**src/rtl/mux_rr_stream.sv**
```systemverilog
// Round-robin N_CH:1 valid/ready stream mux with a registered output.
// Define MUX_FORCE_SEL_EN to add the force_en/force_sel manual-select ports.
module mux_rr_stream #(
   parameter int N_CH = 4,
   parameter int W = 2,
   localparam int SEL_W = $clog2(N_CH)
) (
   input  logic              clk,
   input  logic              rst_n,
   input  logic [N_CH*W-1:0] in_data,
   input  logic [N_CH-1:0]   in_valid,
   output logic [N_CH-1:0]   in_ready,
   output logic [W-1:0]      out_data,
   output logic [SEL_W-1:0]  out_ch,
   output logic              out_valid,
`ifdef MUX_FORCE_SEL_EN
   input  logic              force_en,
   input  logic [SEL_W-1:0]  force_sel,
`endif
   input  logic              out_ready
);

   logic [SEL_W-1:0] last_gnt;
   logic [SEL_W-1:0] gnt;
   logic             found;
   logic             load_en;
   logic [N_CH-1:0]  elig;
   logic [W-1:0]     sel_data;

`ifdef MUX_FORCE_SEL_EN
   logic [N_CH-1:0] force_mask;

   // Out-of-range force_sel matches no channel, so nothing is eligible.
   always_comb begin
      force_mask = '0;
      for (int i = 0; i < N_CH; i++) begin
         if (int'(force_sel) == i) force_mask[i] = 1'b1;
      end
   end

   assign elig = force_en ? (in_valid & force_mask) : in_valid;
`else
   assign elig = in_valid;
`endif

   assign load_en = !out_valid | out_ready;

   // Search starts just after the last granted channel and wraps at N_CH-1.
   always_comb begin
      logic [SEL_W-1:0] cand;
      found = 1'b0;
      gnt   = '0;
      cand  = '0;
      for (int k = 1; k <= N_CH; k++) begin
         cand = SEL_W'((int'(last_gnt) + k) % N_CH);
         if (!found && elig[cand]) begin
            found = 1'b1;
            gnt   = cand;
         end
      end
   end

   always_comb begin
      sel_data = '0;
      for (int i = 0; i < N_CH; i++) begin
         if (SEL_W'(i) == gnt) sel_data = in_data[i*W +: W];
      end
   end

   always_comb begin
      in_ready = '0;
      if (rst_n && load_en && found) in_ready[gnt] = 1'b1;
   end

   always_ff @(posedge clk) begin
      if (!rst_n) begin
         out_valid <= 1'b0;
         out_data  <= '0;
         out_ch    <= '0;
         last_gnt  <= SEL_W'(N_CH - 1);
      end else if (load_en) begin
         if (found) begin
            out_valid <= 1'b1;
            out_data  <= sel_data;
            out_ch    <= gnt;
            last_gnt  <= gnt;
         end else begin
            out_valid <= 1'b0;
         end
      end
   end

endmodule

```
**config.mk**
```make
export PLATFORM = sky130hd
export DESIGN_NAME = mux_rr_stream
export DESIGN_NICKNAME = d
export VERILOG_FILES = /design/src/rtl/mux_rr_stream.sv
export SDC_FILE = /design/constraint.sdc
export NUM_CORES = 1
export LEC_CHECK = 0
export ABC_AREA = 1
export CORE_MARGIN = 1.5
export CORE_UTILIZATION = 35
export DETAILED_ROUTE_END_ITERATION = 7
export DONT_BUFFER_PORTS = 1
export GPL_ROUTABILITY_DRIVEN = 0
export RECOVER_POWER = 25
export SYNTH_ARGS = -nofsm -noshare
export SYNTH_HDL_FRONTEND = slang
export SYNTH_SLANG_ARGS = --single-unit
```
**constraint.sdc**
```tcl
create_clock -name clk -period 2.2 [get_ports clk]
set_input_delay 0.44 -clock clk [delete_from_list [all_inputs] [get_ports clk]]
set_output_delay 0.44 -clock clk [all_outputs]
set_load 0.05 [all_outputs]
```
* Word-level counts from Yosys, hierarchy flattened
Cells that the tools add are included.
Word-level totals: bits in latches 0, input bits 15, RAM bits 0, bits in read-only memories 0, word-level logic and storage cells 54, memories kept 0, register bits 7
Cells by class: div/mod/pow operators 0, $lt $le $gt $ge 6, $mul 0, eq/ne operators 3, $add $sub $neg 4, bitwise operators 1, mux-type cells 24, reductions and logical operators 12, shifts and indexed selects 0
Operators by type and width (number):
- $mux 2 | 8
- $lt 2x3->1 const B | 5
- $mux 1 | 10
- $bmux 1 s2 | 4
- $logic_and 1x1->1 | 6
- $add 2x1->2 const B | 2
- $add 2x2->2 const B | 2
- $eq 2x2->1 const A | 2
- $logic_not 1->1 | 4
- $mux 4 | 1
- $demux 1 s2 | 1
- $eq 1x2->1 const A | 1
- $ge 2x1->1 const B | 1
- $logic_not 2->1 | 1
- $reduce_and 2->1 | 1
- $or 1x1->1 | 1

* Longest topological paths before layout
Gate-level depths: netlist of the first run.
depth after elaboration 18, depth in mapped cells 17, depth with buffers taken out 16

* Worst setup path before layout of the first run
No wires, ideal clock.
path type register to output, from register last_gnt[0], to output port in_ready[0], stages on the path, launching flop included 13, arrival time 2.321 ns, path slack -0.561 ns, path buffers 1, cells stage by stage dfxtp_1 > buf_4 > inv_6 > nand2_1 > nand2_1 > nand2_1 > nand2_1 > inv_2 > nand4_2 > nand2_1 > inv_2 > nand2_1 > nor3_1
Between the ends: cells in the longest elaborated chain, start to end 18, elaborated cells between the ends (all ways) 33
RTL lines:
- start, declared | RTL line 23 | logic [SEL_W-1:0] last_gnt;
- start signal, assigned | RTL line 80 | last_gnt <= SEL_W'(N_CH - 1);
- start signal, assigned | RTL line 86 | last_gnt <= gnt;
- $add 2x1->2 | RTL line 55 | cand = SEL_W'((int'(last_gnt) + k) % N_CH);
- $bmux 1 s2 | RTL line 56 | if (!found && elig[cand]) begin
- $mux 1 (not written as such) | RTL line 56
- $mux 1 | RTL line 56
- $logic_not 1->1 | RTL line 56
- $logic_and 1x1->1 | RTL line 56
- $mux 1 | RTL line 56
- $logic_not 1->1 | RTL line 56
- [2 not listed]
- $logic_not 1->1 | RTL line 56
- $logic_and 1x1->1 | RTL line 56
- $mux 2 | RTL line 56
- $lt 2x3->1 (not written as such) / $ge 2x1->1 (equally long branches) | RTL line 72 | if (rst_n && load_en && found) in_ready[gnt] = 1'b1;
- $logic_and 1x1->1 (not written as such) | RTL line 72
- $mux 1 (not written as such) | RTL line 72
- $demux 1 s2 | RTL line 72
- $mux 4 * | RTL line 72
- end, declared | RTL line 12 | output logic [N_CH-1:0] in_ready,
Every way passes the cells marked *; elsewhere a longest branch is shown, timed or not. The select of a mux whose other input is x is not followed.

* Final worst setup path of the first run
Same ends and word-level chain as after synthesis.

==> results.py, run 1 <==
metrics = {
    "layout": {
        "non_filler_cells_in_the_finished_layout": 159,
        "num-nets-final": 150,
        "finalInstanceArea_sq_um": 993,
        "drive_gt1_share_pct": 47.0,
        "area.growth.synth_to_final_pct": 46.8,
        "n_antenna_cell": 0,
    },
    "floorplan": {
        "design.portCount": 24,
        "start_util_pct": 38.4,
        "core-area_sq_mm": 0.00176,
        "die_w_microns": 47.0,
        "die_height_microns": 47.0,
        "floorplan.rows": 15,
        "fp.dieArea_sq_mm": 0.00221,
    },
    "timing": {
        "max_freq_mhz": 426,
        "slew_headroom_pct": 61.0,
        "worst_slew_pin_slew_ns": 0.587,
        "grt_setup_unrepaired": "yes",
        "finalHoldViolations": 0,
        "final_period_minus_worst_setup_slack_ns": 2.35,
        "final.hold.worst_slack_ns": 0.263,
        "setup_viol": 4,
        "finalMaxSlewViolations": 0,
        "final_critical_path_setup_slack_ns": -0.150,
        "final.setup_skew_ns": 0.00962,
        "layout_worst_path_cycle_share_pct": 107,
    },
    "cts": {
        "worstSkewPairLatency_ns": 0.27,
        "clock_sink_count": 7,
        "clkTransAtPathRegs_ns": 0.06,
        "cts-root-buf": "clkbuf_4",
        "cts_made_buffers": 3,
        "cts_tree": "built",
        "h-tree-depth": 1,
        "ctsLongestPathBuffers": 2,
    },
    "yosys": {
        "synth.cell_area_sq_um": 677,
        "number_of_synthesized_flops_with_an_enable_pin": 0,
        "synth.lib_cells_used.distinct": 22,
        "synthesis.instances": 114,
        "ys_async_sr_fraction_pct": 0,
        "synth-warning-count": 0,
        "yosysTopAreaCell": "nand2_1",
        "netlist_top_cells_area": "nand2_1, dfxtp_1, nand3_1",
        "dominant_register_cell_in_the_synthesized_netlist": "dfxtp_1",
        "yosysTopAreaCellShare_pct": 21.1,
        "dominant_cell_by_count_in_the_synthesized_netlist": "nand2_1",
        "synth_area_per_cell_sq_um": 5.94,
        "ys_ff_latch": 7,
        "yosysSeqAreaShare_pct": 20.7,
        "ys_top_cells_by_count": "nand2_1, inv_1, nand3_1",
        "synth_nets": 129,
    },
    "route": {
        "dr_total_vias": 779,
        "starting_drt_drc_count": 28,
        "first_pass_iters": 4,
        "routed_wirelength_mm": 1.93,
        "route.detailed.wl_per_inst_microns": 12.1,
        "post_drt_via_cell_ratio": 4.90,
        "antenna_left": 0,
        "drc_errors": 0,
    },
    "worst_setup_path": {
        "cp_cell_sequence": "buf_6, inv_8, nand2_2, nand2_2, nand2_2, nand2_4, nor2_4, nand4_4, nand2_4, inv_4, nor3_4, buf_6",
        "startpoint_type": "register",
        "largest_delay_share_family_worst_path": "simple AND/OR/NAND/NOR gates",
        "critPathMaxFanout": 9,
        "timing.reg2reg.setup_slack_ns": 0.34,
        "worst_path_max_delay_cell": "dfxtp_2",
        "endpoint_kind": "output port",
        "crit_path_frequent_cell": "nand2_2",
        "slowest_delay_ns": 0.34,
        "crit_type": "reg2out",
        "path_buf_inv": 4,
        "required_ns": 1.76,
        "cp.arrival_ns": 1.91,
    },
    "global_route": {
        "grt_util_met3_pct": 2.31,
        "maximum_number_of_pins_on_one_net_before_global_route_repair": 10,
        "global_route.overflow_total": 0,
        "wire_length_of_the_first_global_routing_pass_mm": 3.15,
        "total_routing_resource_utilization_after_global_routing_pct": 20.4,
        "grt_most_used_layer": "met2",
        "global_route.usage.met1_pct": 23.0,
        "grtUsageMet2_pct": 38.4,
        "first_global_vias": 755,
        "antenna_found_initial": 0,
    },
    "placement": {
        "dp_slack_ns": 0.0781,
        "io_buffer_count": 0,
        "placed_cells": 149,
        "dpl.hpwl_mm": 1.33,
        "placedInstanceArea_sq_um": 813,
    },
    "status": {
        "violations": "setup timing",
        "status": "finished with violations",
    },
    "flow_run": {
        "drv.max_cap_violation_count": 0,
    },
    "hold_path": {
        "path_type_of_the_worst_min_delay_path": "in2reg",
    },
}
==> cell type report <==
| class | instances | area (sq um) |
|---|---|---|
| timing repair buffer | 17 | 149 |
| inverter | 21 | 91.3 |
| clock buffer | 4 | 26.3 |
| fill | 165 | 771 |
| sequential | 7 | 143 |
| multi-input combinational | 85 | 553 |
| tap | 25 | 31.3 |
==> logic make-up after synthesis <==
| family | Yosys count | synth area share (%) |
|---|---|---|
| buffers and inverters | 22 | 13.9 |
| DFF | 7 | 20.7 |
| and+or+nand+nor | 76 | 57.1 |
| AOI/OAI and AO/OA | 9 | 8.32 |
==> per-layer routing <==
metal	part of all wire, %	up-vias
met5	0	-
met4	1.6	0
met3	4.8	2
met2	54	31
met1	40	347
li1	-	399
==> timing repair <==
action | in CTS | in global routing
gates cloned | 1 | 0
pin swaps | 6 | 1
resized for setup | 24 | 8
hold buffers | 0 | 0
endpoints found under the setup margin | 4 | 4
buffers inserted | 3 | 2
==> cell usage in the layout (no fill, tap or decap), types with 2 or more instances in the layout <==
cell type / netlist / layout
nand2_1: 38 / 30
inv_1: 14 / 12
nand2_2: 9 / 12
buf_4: 1 / 10
nand3_1: 12 / 9
nand2_4: 3 / 8
inv_2: 4 / 6
dfxtp_1: 7 / 5
nor2_1: 5 / 4
buf_6: 0 / 4
nand3_2: 0 / 3
nor2_4: 2 / 3
nor3_4: 0 / 3
a21oi_1: 3 / 3
clkbuf_4: 0 / 3
inv_4: 1 / 2
o211ai_1: 2 / 2
o21ai_0: 2 / 2
clkbuf_1: 0 / 2
dfxtp_2: 0 / 2
==> through the flow <==
step                utilization (%)  TNS [ns]
finish                         56.3    -0.529
global route                   56.3    -0.861
CTS                            53.8    -0.269
detailed placement             46.1         0
global placement               46.1         0
floorplan                         -    -0.536
==> worst paths after layout <==
check                                 start          end  depth (start not counted)
worst max-delay path            last_gnt[0]  in_ready[0]                         12
worst min-delay path                  rst_n  last_gnt[1]                          1
worst max register to register  last_gnt[0]  out_data[0]                         17
worst min register to register  last_gnt[1]  last_gnt[1]                          2
==> flip-flops by register name, summed over array words and instances (netlist names) <==
signal and cells:
last_gnt 2, out_ch 2, out_data 2, out_valid 1
Power of run 1 is left out: the tool's default activity adds up to more than one toggle a clock period on the data nets, which glitch-free logic cannot reach.
==> inputs of run 2 (changes only) <==
Settings changed: CORE_UTILIZATION 35 to 42, PLACE_DENSITY_LB_ADDON from default to 0.08.
Clock period 2.2 ns to 2.5 ns, I/O delays scaled along.
==> run 2 against run 1 <==
Effect of this change:
- design area down 8.2%
- sequential cell count is the same
- hold slack better by 0.080 ns
- worst setup slack gained 0.21 ns
- die area is 16% lower
- clock skew fell by 0.0044 ns
- the flow now finishes without violations
- utilization up 4.2 points
- non-clock buffer count decreased by 3
- clock-buffer cell count stayed put
- first-iteration DRC count shrank 39%
- largest cell class unchanged
- critical endpoint is now in_ready[1]
- global-route usage shrank 3.5 points
==> results.py, run 2 (synthesized netlist as in run 1, its figures left out) <==
metrics = {
    "timing": {
        "layout_worst_path_cycle_share_pct": 97.4,
        "slew_headroom_pct": 60.7,
        "setup-tns-final_ns": 0,
        "finalHoldViolations": 0,
        "setup_viol": 0,
        "max_freq_mhz": 411,
        "worst_slew_pin_slew_ns": 0.592,
        "final.setup_skew_ns": 0.00524,
        "finalMaxSlewViolations": 0,
        "grt_setup_unrepaired": "yes",
        "final_period_minus_worst_setup_slack_ns": 2.44,
    },
    "cts": {
        "h-tree-depth": 1,
        "cts_made_buffers": 3,
        "cts_tree": "built",
        "worstSkewPairLatency_ns": 0.26,
        "ctsLongestPathBuffers": 2,
        "clkTransAtPathRegs_ns": 0.05,
        "clock_sink_count": 7,
        "cts-root-buf": "clkbuf_4",
    },
    "global_route": {
        "total_routing_resource_utilization_after_global_routing_pct": 16.9,
        "global_route.overflow_total": 0,
        "maximum_number_of_pins_on_one_net_before_global_route_repair": 11,
        "first_global_vias": 634,
        "antenna_found_initial": 0,
        "wire_length_of_the_first_global_routing_pass_mm": 2.41,
    },
    "worst_setup_path": {
        "reg2regPathDepth": 18,
        "startpoint_type": "register",
        "r2r_start": "last_gnt[0]",
        "crit_type": "reg2out",
        "critPathMaxFanout": 10,
        "cp-startpoint": "last_gnt[0]",
        "cp_cell_sequence": "buf_6, inv_8, nand2_2, nand2_2, nand2_2, buf_4, nand2_1, nand2_1, clkinv_1, nand2_4, buf_4, nor3_2, buf_4",
        "required_ns": 2.00,
        "worst_path_max_delay_cell": "dfxtp_4",
        "slowest_delay_ns": 0.36,
        "endpoint_kind": "output port",
        "cp.arrival_ns": 1.94,
    },
    "layout": {
        "fillers": 143,
        "n_antenna_cell": 0,
        "mostFrequentLayoutCells": "nand2_1, nand2_2, inv_1",
        "biggestRegsByFlops": "last_gnt (2), out_ch (2), out_data (2)",
        "mostFrequentLayoutCell": "nand2_1",
        "num-nets-final": 147,
        "finalInstanceArea_sq_um": 912,
        "area.growth.synth_to_final_pct": 34.8,
        "drive_gt1_share_pct": 41.2,
        "non_filler_cells_in_the_finished_layout": 147,
    },
    "hold_path": {
        "path_type_of_the_worst_min_delay_path": "in2reg",
        "hold_depth": 1,
        "hold_path_startpoint": "rst_n",
    },
    "placement": {
        "dpl.hpwl_mm": 1.20,
        "placed_cells": 136,
        "placedInstanceArea_sq_um": 742,
        "io_buffer_count": 0,
    },
    "route": {
        "routed_wirelength_mm": 1.59,
        "dr_total_vias": 742,
        "route.detailed.wl_per_inst_microns": 10.8,
        "post_drt_via_cell_ratio": 5.05,
        "starting_drt_drc_count": 17,
        "first_pass_iters": 4,
        "antenna_left": 0,
        "drc_errors": 0,
    },
    "floorplan": {
        "fp.dieArea_sq_mm": 0.00186,
        "floorplan.rows": 14,
        "die_w_microns": 43.1,
        "die_height_microns": 43.1,
        "core-area_sq_mm": 0.00151,
        "design.portCount": 24,
        "start_util_pct": 44.9,
    },
    "flow_run": {
        "drv.max_cap_violation_count": 0,
    },
    "status": {
        "status": "completed",
    },
}
## run 2: path summary, 6_finish.rpt
kind	endpoint	slack, ns
max reg2reg	out_data[0]	0.55
min reg2reg	out_valid	0.61
min	last_gnt[0]	0.34
max	in_ready[1]	0.06
## run 2: repair_timing
action                                  CTS  global route
setup buffers                             2             5
endpoints found under the setup margin    4             4
hold buffers                              0             0
gates resized for setup                   3            23
pin swaps                                 1             9
gates cloned                              0             0
## run 2: per-stage QoR
stage / worst slack [ns] / hold WS, ns / utilization, %
after detailed placement: 0.176 / 0.607 / 49.3
after CTS: 0.00787 / 0.351 / 52.3
final: 0.0645 / 0.343 / 60.5
after global routing: -0.0604 / 0.355 / 60.5
after global placement: 0.182 / 0.598 / 49.3
after floorplan: -0.321 / 0.599 / -
## run 2: area by class of cell
type / count / area (sq um) / area share, %
timing repair buffer: 14 / 116 / 12.8
clock buffer: 4 / 26.3 / 2.88
inverter: 21 / 91.3 / 10.0
sequential: 7 / 148 / 16.2
multi-input combinational: 85 / 510 / 56.0
tap: 16 / 20.0 / 2.19
## run 2: routing by layer
| layer | vias up | part of all wire, % | GRT usage, % |
|---|---|---|---|
| li1 | 391 | - | - |
| met1 | 329 | 42 | 20.4 |
| met2 | 20 | 54 | 29.0 |
| met3 | 2 | 3.5 | 4.26 |
| met4 | 0 | 0.75 | 5.45 |
| met5 | - | 0 | 0 |
## run 2: worst max-delay path: cells and delay by family (launching register included)
family                 cells  cell delay, ns
DFF                        1            0.36
and+or+nand+nor            7            0.52
buffers and inverters      6            0.79
Power of run 2 is left out for the same reason.
